**src/rtl/alu_issue_stage.sv**
```systemverilog
// rtl/alu_issue_stage.sv - command FIFO, issue register and response register around the 8-bit ALU
// Optional accumulator chaining with result forwarding is enabled by defining ALU_ACC_FWD_EN.
module alu_issue_stage #(
   parameter int DATA_W     = 8,
   parameter int OP_W       = 3,
   parameter int FIFO_DEPTH = 4
) (
   input  logic                          clk,
   input  logic                          rst_n,
   input  logic                          cmd_valid,
   output logic                          cmd_ready,
   input  logic [DATA_W-1:0]             cmd_a,
   input  logic [DATA_W-1:0]             cmd_b,
   input  logic [OP_W-1:0]               cmd_op,
`ifdef ALU_ACC_FWD_EN
   input  logic                          cmd_acc,
`endif
   output logic [DATA_W-1:0]             alu_operand1,
   output logic [DATA_W-1:0]             alu_operand2,
   output logic [OP_W-1:0]               alu_op,
   input  logic [DATA_W-1:0]             alu_result,
   input  logic                          alu_zero,
   output logic                          rsp_valid,
   input  logic                          rsp_ready,
   output logic [DATA_W-1:0]             rsp_result,
   output logic                          rsp_zero,
   output logic                          rsp_err,
   output logic [$clog2(FIFO_DEPTH):0]   fifo_count
);
   localparam int AW = $clog2(FIFO_DEPTH);
   localparam int CW = AW + 1;

   logic [DATA_W-1:0] mem_a  [FIFO_DEPTH];
   logic [DATA_W-1:0] mem_b  [FIFO_DEPTH];
   logic [OP_W-1:0]   mem_op [FIFO_DEPTH];
   logic [AW-1:0]     wr_ptr;
   logic [AW-1:0]     rd_ptr;
   logic              issue_v;
   logic              push;
   logic              pop;
   logic              rsp_free;
   logic              capture;
   logic              op_bad;
   logic [DATA_W-1:0] cap_result;
   logic              cap_zero;
   logic [DATA_W-1:0] next_operand1;

   assign cmd_ready  = (fifo_count < CW'(FIFO_DEPTH));
   assign push       = cmd_valid && cmd_ready;
   assign rsp_free   = !rsp_valid || rsp_ready;
   assign capture    = issue_v && rsp_free;
   assign pop        = (fifo_count != '0) && (!issue_v || capture);

   // Unsupported opcodes leave the ALU output undefined, so it is masked here.
   assign op_bad     = (alu_op >= OP_W'(4));
   assign cap_result = op_bad ? '0 : alu_result;
   assign cap_zero   = op_bad ? 1'b1 : alu_zero;

`ifdef ALU_ACC_FWD_EN
   logic              mem_acc [FIFO_DEPTH];
   logic [DATA_W-1:0] acc;

   always_ff @(posedge clk or negedge rst_n) begin
      if (!rst_n) begin
         acc <= '0;
      end else if (capture) begin
         acc <= cap_result;
      end
   end

   always_ff @(posedge clk) begin
      if (push) begin
         mem_acc[wr_ptr] <= cmd_acc;
      end
   end

   // Forward the result being captured this edge so chained commands need no bubble.
   assign next_operand1 = mem_acc[rd_ptr] ? (capture ? cap_result : acc) : mem_a[rd_ptr];
`else
   assign next_operand1 = mem_a[rd_ptr];
`endif

   always_ff @(posedge clk) begin
      if (push) begin
         mem_a[wr_ptr]  <= cmd_a;
         mem_b[wr_ptr]  <= cmd_b;
         mem_op[wr_ptr] <= cmd_op;
      end
   end

   always_ff @(posedge clk or negedge rst_n) begin
      if (!rst_n) begin
         wr_ptr     <= '0;
         rd_ptr     <= '0;
         fifo_count <= '0;
      end else begin
         if (push) begin
            wr_ptr <= wr_ptr + AW'(1);
         end
         if (pop) begin
            rd_ptr <= rd_ptr + AW'(1);
         end
         case ({push, pop})
            2'b10:   fifo_count <= fifo_count + CW'(1);
            2'b01:   fifo_count <= fifo_count - CW'(1);
            default: fifo_count <= fifo_count;
         endcase
      end
   end

   always_ff @(posedge clk or negedge rst_n) begin
      if (!rst_n) begin
         issue_v      <= 1'b0;
         alu_operand1 <= '0;
         alu_operand2 <= '0;
         alu_op       <= '0;
      end else if (pop) begin
         issue_v      <= 1'b1;
         alu_operand1 <= next_operand1;
         alu_operand2 <= mem_b[rd_ptr];
         alu_op       <= mem_op[rd_ptr];
      end else if (capture) begin
         issue_v      <= 1'b0;
      end
   end

   always_ff @(posedge clk or negedge rst_n) begin
      if (!rst_n) begin
         rsp_valid  <= 1'b0;
         rsp_result <= '0;
         rsp_zero   <= 1'b0;
         rsp_err    <= 1'b0;
      end else if (capture) begin
         rsp_valid  <= 1'b1;
         rsp_result <= cap_result;
         rsp_zero   <= cap_zero;
         rsp_err    <= op_bad;
      end else if (rsp_ready) begin
         rsp_valid  <= 1'b0;
      end
   end
endmodule

```
**config.mk**
```make
export PLATFORM = sky130hd
export DESIGN_NAME = alu_issue_stage
export DESIGN_NICKNAME = d
export VERILOG_FILES = /design/src/rtl/alu_issue_stage.sv
export SDC_FILE = /design/constraint.sdc
export NUM_CORES = 1
export LEC_CHECK = 0
export ABC_CLOCK_PERIOD_IN_PS = 1940
export CELL_PAD_IN_SITES_DETAIL_PLACEMENT = 2
export CELL_PAD_IN_SITES_GLOBAL_PLACEMENT = 2
export CORE_MARGIN = 1
export CORE_UTILIZATION = 36
export CTS_BUF_LIST = sky130_fd_sc_hd__clkbuf_16
export DETAILED_ROUTE_END_ITERATION = 8
export PLACE_DENSITY = 0.84
export SYNTH_ARGS = -nofsm -noshare
export SYNTH_HDL_FRONTEND = slang
export SYNTH_SLANG_ARGS = --single-unit
```
**constraint.sdc**
```tcl
create_clock -name clk -period 1.94 [get_ports clk]
set_input_delay 0.388 -clock clk [delete_from_list [all_inputs] [get_ports clk]]
set_output_delay 0.388 -clock clk [all_outputs]
set_load 0.005 [all_outputs]
```
Word level (Yosys, flattened, before mapping)
Memories as Yosys holds them, arrays and structs flattened. A register that Yosys moved wholly into a read port is not among the register bits.
Cells that the tools add are included.
- register bits after elaboration: 19
- bits in writable memories: 76
- input port bits: 32
- output and inout bits: 34
- word-level logic and storage cells: 42
- memories kept: 3
- memory list (memory ; words ; width ; rd ports ; clocked after memory_dff ; write ports ; RTL line ; source):
    mem_a ; 4 ; 8 ; 1 ; 1 ; 1 ; 33 ; logic [DATA_W-1:0] mem_a [FIFO_DEPTH];
    mem_b ; 4 ; 8 ; 1 ; 1 ; 1 ; 34 ; logic [DATA_W-1:0] mem_b [FIFO_DEPTH];
    mem_op ; 4 ; 3 ; 1 ; 1 ; 1 ; 35 ; logic [OP_W-1:0] mem_op [FIFO_DEPTH];
- $add $sub $neg: 4
- order comparisons: 2
- equal/unequal tests: 2
- muxes and demuxes: 9
- reduce and logical (&&, ||, !) cells: 14
- operators with widths (cell ; count):
    $mux 8 ; 1
    $mux 1 ; 7
    $pmux 3 s2 ; 1
    $reduce_bool 2->1 ; 3
    $logic_not 1->1 ; 5
    $add 2x1->2 const B ; 2
    $add 3x1->3 const B ; 1
    $ge 3x3->1 const B ; 1
    $logic_and 1x1->1 ; 3
    $lt 3x3->1 const B ; 1
    $reduce_bool 3->1 ; 1
    $sub 3x1->3 const B ; 1
    $eq 2x1->1 const B ; 1
    $eq 2x2->1 const B ; 1
    $logic_or 1x1->1 ; 2

Logic depth before layout (Yosys ltp)
Gate-level depths: netlist (run 1).
- word-level depth: 7
- mapped depth: 9
- depth with buffers taken out: 8

Worst setup path before layout (run 1)
OpenSTA, ideal clock, no wires.
- path type: register to register
- start: register fifo_count[0]
- end: register fifo_count[2]
- setup time: 122 ps
- arrival time: 1845 ps
- data required time: 1818 ps
- path slack: -27 ps
- stages on the path, launching flop included: 10
- path buffers: 1
- period minus slack after synthesis: 1967 ps
- cell sequence: dfrtp_1 -> or3_4 -> and2_4 -> buf_6 -> ha_1 -> inv_1 -> fa_1 -> xor2_1 -> nor2_1 -> xnor2_1
- cells in the longest elaborated chain, start to end: 4
- RTL lines (element ; RTL line ; source):
    start, declared ; 28 ; output logic [$clog2(FIFO_DEPTH):0] fifo_count
    start signal, assigned ; 104 ; 2'b10: fifo_count <= fifo_count + CW'(1);
    start signal, assigned ; 105 ; 2'b01: fifo_count <= fifo_count - CW'(1);
    start signal, assigned ; 106 ; default: fifo_count <= fifo_count;
    $reduce_bool 3->1 * ; 52 ; assign pop = (fifo_count != '0) && (!issue_v || capture);
    $logic_and 1x1->1 * ; 52 ;
    named net pop ; 40 ; logic pop;
    $eq 2x1->1 or $eq 2x2->1 (tied branches) ; 103 ; case ({push, pop})
    $pmux 3 s2 or $reduce_bool 2->1 (tied branches) ; - ;
Mark *: on every way through the listed nets, which the timed path passes. The rest lies on a longest branch.
A chain may end at the register's enable or synchronous reset.

Worst setup path after layout (run 1)
- start: register fifo_count[2]
- end: register fifo_count[1]
- cells in the longest elaborated chain, start to end: 4
- RTL lines (element ; RTL line):
    $lt 3x3->1 or $reduce_bool 3->1 (tied branches) ; 48, 52
    $logic_and 1x1->1 (on tied branches) ; 49, 52
    $eq 2x1->1 or $eq 2x2->1 (tied branches) ; 103
    $pmux 3 s2 or $reduce_bool 2->1 (tied branches) ; -
Parallel ways exist; a longest one is shown, timed or not.

==> summary.txt, run 1 <==
Placement
  – Pre-CTS WS: -306.2 ps
  – Placer Congestion: 0.6706
  – Post-detail-place hpwl: around 6.2 mm
  – Placed cell areas: roughly 0.0054 mm2
  – Port bufs: 65

Worst setup path
  – Crit Path Max Fanout: 4
  – Critical Path RT: roughly 2300 ps
  – Critical path capture point type: flop
  – Delay-heaviest family, CP: simple AND/OR/NAND/NOR gates
  – Worst path max stage delay: around 420 ps
  – Worst path slowest cell: dfrtp_1
  – Buf/Inv on CP: 1
  – Setup CP Type: flop to flop
  – Critical Path AT: around 2200 ps
  – Startpoint types: flop
  – CP Cell Sequence: or3_4 -> and2_4 -> ha_4 -> inv_2 -> fa_2 -> mux2i_1

Layout
  – Final core occ: 50.00%
  – Nets: between 300 and 400
  – Layout overhead on the synthesized area: 35.67%
  – Post-route cell area: about 0.006 mm2
  – Ratio of cells with drive above 1 in the final layout: between 30% and 40%
  – Layout fillers: between 1000 and 1500
  – Most common cell after layout, fill and taps aside: edfxtp_1
  – Register area: ~0.0032 mm2
  – ANT cells: 0
  – Commonest non-fill, non-tap cells in the layout: 76 x edfxtp_1, 64 x clkdlybuf4s50_1, 37 x dfrtp_1
  – Multi-input logic area: 0.001135 mm2

Die
  – Placeable core area: between 0.01 and 0.015 mm2
  – FP Rows: 40
  – Top Ports: 66
  – DIE WIDTH: around 110 um
  – Initial core utilization: 36.85%
  – Die area: approximately 0.013 mm2
  – Die Ht: between 100 and 150 um

Routing
  – Final wirelength: 9.948 mm
  – WL per Instance: between 20 and 25 um
  – First-pass DRT Iterations: 4
  – Via density: roughly 4.9
  – Routed Antenna Nets: 0
  – Vias: around 2300
  – Iteration-0 DRC count of the detailed router: 54
  – DRC: 0

Synthesis
  – Async SR Flop Fraction: between 30% and 40%
  – Synth cell types: 26
  – Cell area after synthesis: approximately 0.0044 mm2
  – Ys flop type: edfxtp_1
  – Yosys reg bits: around 110
  – Syn Area/Cell: around 20 um2
  – Post-synth EDFFs: 76
  – Syn_nets: roughly 250
  – Synthesis Warnings: 0
  – Mapped Cells: 216
  – Sequential area share after synthesis: about three quarters

GRT
  – Vias in the first global route: roughly 2700
  – Grt total ovfl: 0
  – First-pass GRT wire length: 15.64 mm
  – GRT Total Usage: 17.22%
  – Initial antenna violation count: 0
  – Largest net degree at the start of global routing: 27

STA
  – Slew Limit Headroom: a little over 70%
  – Fin. max-slew vios: 0
  – Final WS setup: ~62 ps
  – Final hold violation count: 0
  – Final setup vio count: 0
  – Slew @ Worst Pin: 417.5 ps
  – Fin crit share: 96.79%
  – Fmax: about 530 MHz
  – Final worst clock skew: ~8.3 ps
  – Min Tclk post-route: approximately 1900 ps

Pwr
  – PD cells: roughly 1600 mW/mm2
  – Design Power: approximately 10 mW
  – Maximum VDD drop: ~670 uV
  – Total leakage power: 2.244 nW

CTS
  – H-tree levels: 4
  – CTS Buf Count: 17
  – Longest Clk Path Bufs: 2
  – Worst-path clk slew: 60 ps
  – Num Clock Sinks: roughly 110
  – Root Driver: clkbuf_16
  – Clock latency on the worst-skew pair: about 400 ps
  – CTS tree: done

Min path
  – Hold Crit Class: input pin to async pin

Flow run
  – MaxCap Viol Count: 0

Outcome
  – Outcome: finished, final reports clean
kinds of logic after synthesis:
| logic type | after synthesis | share of synthesized area [%] |
|---|---|---|
| flops | 114 | 73.04 |
| mux | 48 | 18.54 |
| simple gates | 24 | 3.335 |
| buf+inv | 15 | 1.668 |
| xor+xnor | 6 | 1.187 |
| fa+ha+maj | 6 | 1.865 |
| compound gates | 3 | 0.3673 |
final cells by class:
cell class | instances | share of cell area [%]
Clock buffer | 17 | 7.083
Clock inverter | 15 | 2.625
Inverter | 7 | 0.4375
Multi-Input combinational cell | 87 | 18.90
Sequential cell | 114 | 53.85
Tap cell | 147 | 3.062
Timing Repair Buffer | 81 | 14.04
Yosys cell counts, drive strengths merged (3+ instances only):
cell type  count  area share (%)
inv            7            0.59
mux4          19             9.7
dfrtp         38              21
buf            4            0.73
and2           5            0.76
nor2b          9             1.3
ha             5             1.4
mux2          28             8.6
clkbuf         4            0.34
xnor2          4            0.79
edfxtp        76              52
nand2b         3            0.42
state kept, by name (all words and copies together) (netlist names):
signal and cells:
issue_v 1, wr_ptr 2, alu_operand2 8, rsp_zero 1, rd_ptr 2, rsp_err 1
fifo_count 3, rsp_valid 1, mem_b 32, alu_op 3, mem_a 32, alu_operand1 8
rsp_result 8, mem_op 12
path summary, 6_finish.rpt:
kind	slack, ps	cells after the start	endpoint	start
max in group asynchronous	970	3	alu_op[2]$_DFFE_PN0P_	rst_n
setup reg to reg	60	6	fifo_count[1]$_DFFE_PN0P_	fifo_count[2]$_DFFE_PN0P_
hold / removal	480	2	alu_operand2[1]$_DFFE_PN0P_	rst_n
setup / recovery	60	6	fifo_count[1]$_DFFE_PN0P_	fifo_count[2]$_DFFE_PN0P_
hold reg to reg	500	1	rsp_err$_DFFE_PN0P_	rsp_err$_DFFE_PN0P_
min in group clk	500	1	rsp_err$_DFFE_PN0P_	rsp_err$_DFFE_PN0P_
power breakdown:
part | internal, mW | leakage [nW] | switching, mW
clock network | 1.90 | 0.278 | 1.15
logic | 1.96 | 0.829 | 1.21
registers | 3.25 | 1.14 | 0.361
timing repair:
item,CTS,global route
gates resized for setup,1,3
endpoints found under the setup margin,1,2
hold endpoints to repair,12,0
buffers inserted,0,2
hold buffers,1,0
pin swaps,0,4
worst register-to-register path: cells and delay by family, from the launching register on:
kind	cells	cell delay, ps
flops	1	420
mux	1	150
fa+ha+maj	2	580
simple gates	2	590
buf+inv	1	60
metal layers:
metal	vias up	wire [um]	GRT usage, %
li1	1013	-	-
met1	1188	4009	19.84
met2	63	5504	30.74
met3	8	362	5.463
met4	0	71	5.175
met5	-	0	0
metrics by stage:
stage | setup TNS (ps) | instances | hold WS [ps]
floorplan | 0 | 216 | 92.41
global placement | -1527 | 433 | 332.6
detailed placement | -1760 | 433 | 348.0
CTS | 0 | 466 | 475.1
global route | -0.8931 | 468 | 480.7
finish | 0 | 468 | 483.6
No activity file was read; power rests on OpenSTA's default activity.
==> inputs of run 2 (changes only) <==
--- a/config.mk
+++ b/config.mk
@@ -9,9 +9,10 @@
 export CELL_PAD_IN_SITES_DETAIL_PLACEMENT = 2
 export CELL_PAD_IN_SITES_GLOBAL_PLACEMENT = 2
 export CORE_MARGIN = 1
-export CORE_UTILIZATION = 36
+export CORE_UTILIZATION = 42
 export CTS_BUF_LIST = sky130_fd_sc_hd__clkbuf_16
 export DETAILED_ROUTE_END_ITERATION = 8
+export DONT_BUFFER_PORTS = 1
 export PLACE_DENSITY = 0.84
 export SYNTH_ARGS = -nofsm -noshare
 export SYNTH_HDL_FRONTEND = slang
==> run 2 against run 1 <==
Net effect:
- clock power rose by 3%
- maximum frequency up 4.9%
- final area shrank 11%
- die area decreased by 14%
- global-route usage grew 0.67 points
- highest routed layer unchanged
- critical path depth is 2 higher
- via count is 11% lower
- worst hold slack lost 410 ps
- clock skew increased by 3.4 ps
- cell count decreased by 16%
- non-clock buffer count down 63
==> summary.txt, run 2 (synthesis results as in run 1) <==
Layout
  – Nets: 283
  – Largest regs: mem_a (32), mem_b (32), mem_op (12)
  – Layout fillers: just under 900
  – Ratio of cells with drive above 1 in the final layout: 37.21%
  – ANT cells: 0
  – Layout overhead on the synthesized area: 20.18%
  – Final core occ: 51.77%
  – Fin cells: 394
  – Post-route cell area: between 0.005 and 0.006 mm2
  – Commonest non-fill, non-tap cells in the layout: 76 x edfxtp_1, 38 x dfrtp_1, 19 x mux4_2
  – Most common cell after layout, fill and taps aside: edfxtp_1

Pwr
  – Clk pwr share: around 35%
  – Switching pwr: 2.436 mW
  – Switching share of total power: 26.86%
  – Maximum VDD drop: between 800 and 900 uV
  – Design Power: a little over 9 mW
  – Sequential share of power: 40.2%
  – Total internal power: approximately 6.6 mW
  – Total leakage power: approximately 2.0 nW
  – PD cells: 1705 mW/mm2
  – Combinational share of power: approximately 25%

GRT
  – First-pass GRT wire length: 13.83 mm
  – Grt total ovfl: 0
  – Vias in the first global route: about 2400
  – Initial antenna violation count: 0
  – Largest net degree at the start of global routing: 39
  – GRT Total Usage: 17.89%

Worst setup path
  – Startpoint types: flop
  – Worst path max stage delay: 400 ps
  – Worst flop-to-flop path startpoint: fifo_count[0]$_DFFE_PN0P_
  – Worst r2r dst: fifo_count[2]$_DFFE_PN0P_
  – Critical path capture point type: flop
  – WP depth: 8
  – Buf/Inv on CP: 1
  – CP Cell Sequence: or3_4 -> and2_4 -> ha_4 -> inv_2 -> fa_2 -> xor2_1 -> nor2_1 -> xnor2_1
  – Crit Path Max Fanout: 3
  – Worst setup path endpoint: fifo_count[2]$_DFFE_PN0P_
  – Crit path launch: fifo_count[0]$_DFFE_PN0P_
  – Worst path slowest cell: or3_4
  – R2r worst-path depth: 8
  – Critical Path RT: 2260 ps
  – Register-to-Register Setup Slack: around 150 ps
  – Delay-heaviest family, CP: simple AND/OR/NAND/NOR gates
  – Setup CP Type: flop to flop
  – Critical Path AT: around 2100 ps

STA
  – Slew Limit Headroom: between 70% and 80%
  – Setup tns final: 0 ps
  – Hold_ws: 68.69 ps
  – Final WS setup: roughly 150 ps
  – Fin. max-slew vios: 0
  – Min Tclk post-route: 1790 ps
  – Final worst clock skew: around 12 ps
  – Slew @ Worst Pin: a little over 400 ps
  – Fmax: between 500 and 600 MHz
  – Fin crit share: roughly 92%
  – Final hold violation count: 0
  – Final setup vio count: 0

CTS
  – H-tree levels: 4
  – Root Driver: clkbuf_16
  – Worst-path clk slew: around 60 ps
  – Num Clock Sinks: 114
  – CTS Buf Count: 17
  – CTS tree: done
  – Longest Clk Path Bufs: 2
  – Clock latency on the worst-skew pair: 410 ps

Placement
  – Placed cell areas: approximately 0.0047 mm2
  – Pre-CTS WS: ~110 ps
  – Port bufs: 0
  – Placer Congestion: 0.7456
  – Post-detail-place hpwl: 5.375 mm
  – Placed Cells: approximately 360

Die
  – Initial core utilization: between 40% and 50%
  – Die Ht: 104.7 um
  – DIE WIDTH: about 100 um
  – Die area: between 0.01 and 0.015 mm2
  – FP Rows: 37
  – Placeable core area: slightly above 0.01 mm2
  – Top Ports: 66

Routing
  – First-pass DRT Iterations: 4
  – Vias: a little over 2000
  – DRC: 0
  – Routed Antenna Nets: 0
  – Via density: just over 5
  – WL per Instance: 22.41 um
  – Iteration-0 DRC count of the detailed router: just under 100
  – Final wirelength: between 8 and 9 mm

Flow run
  – MaxCap Viol Count: 0

Min path
  – Hold Crit Class: input pin to flop

Outcome
  – Outcome: finished, final reports clean
==> run 2: final cells by class <==
class	instances	area, um2	area share, %
multi-input cells	87	1135	21.33
clock inverters	15	172.7	3.246
well taps	136	170.2	3.198
inverters	7	26.28	0.4939
clock buffers	17	425.4	7.996
flip-flops and latches	114	3233	60.77
repair buffers	18	157.7	2.963
==> run 2: worst min-delay path by stage <==
stage / from / cells past startpoint / end / slack (ps)
2_1_floorplan: rst_n / 0 / alu_op[0]$_DFFE_PN0P_ / 90
3_3_place_gp: rst_n / 0 / rsp_result[4]$_DFFE_PN0P_ / 90
3_5_place_dp: rst_n / 0 / rsp_result[7]$_DFFE_PN0P_ / 90
4_1_cts: cmd_op[2] / 0 / mem_op[3][2]$_DFFE_PP_ / 50
5_1_grt: cmd_op[2] / 0 / mem_op[3][2]$_DFFE_PP_ / 50
6_report: cmd_op[2] / 0 / mem_op[3][2]$_DFFE_PP_ / 70
==> run 2: power groups by stage <==
| stage | sequential (mW) | clock [mW] | combinational (mW) |
|---|---|---|---|
| 2_1_floorplan | 3.55 | 0 | 1.75 |
| 3_3_place_gp | 3.64 | 0 | 2.14 |
| 3_5_place_dp | 3.69 | 0 | 2.24 |
| 4_1_cts | 3.67 | 3.20 | 2.31 |
| 5_1_grt | 3.72 | 3.30 | 2.50 |
| 6_report | 3.65 | 3.13 | 2.29 |
==> run 2: layer usage <==
layer  vias up  track usage (%)  part of all wire, %
met5         -                0                    0
met1      1062            20.83                   39
met2        64            28.67                   52
met3        17            7.361                  6.7
li1        883                -                    -
met4         0            8.753                  1.9
==> run 2: worst register-to-register path: stages, from the launching register on <==
cell and delay, ps:
dfrtp_1 380, or3_4 400, and2_4 160, ha_4 160, inv_2 50, fa_2 180
xor2_1 130, nor2_1 80, xnor2_1 170
==> run 2: what timing repair did <==
action	CTS	global route
setup buffers	0	1
endpoints found under the hold margin	38	0
hold buffers	2	0
resized for setup	0	3
endpoints found under the setup margin	0	1
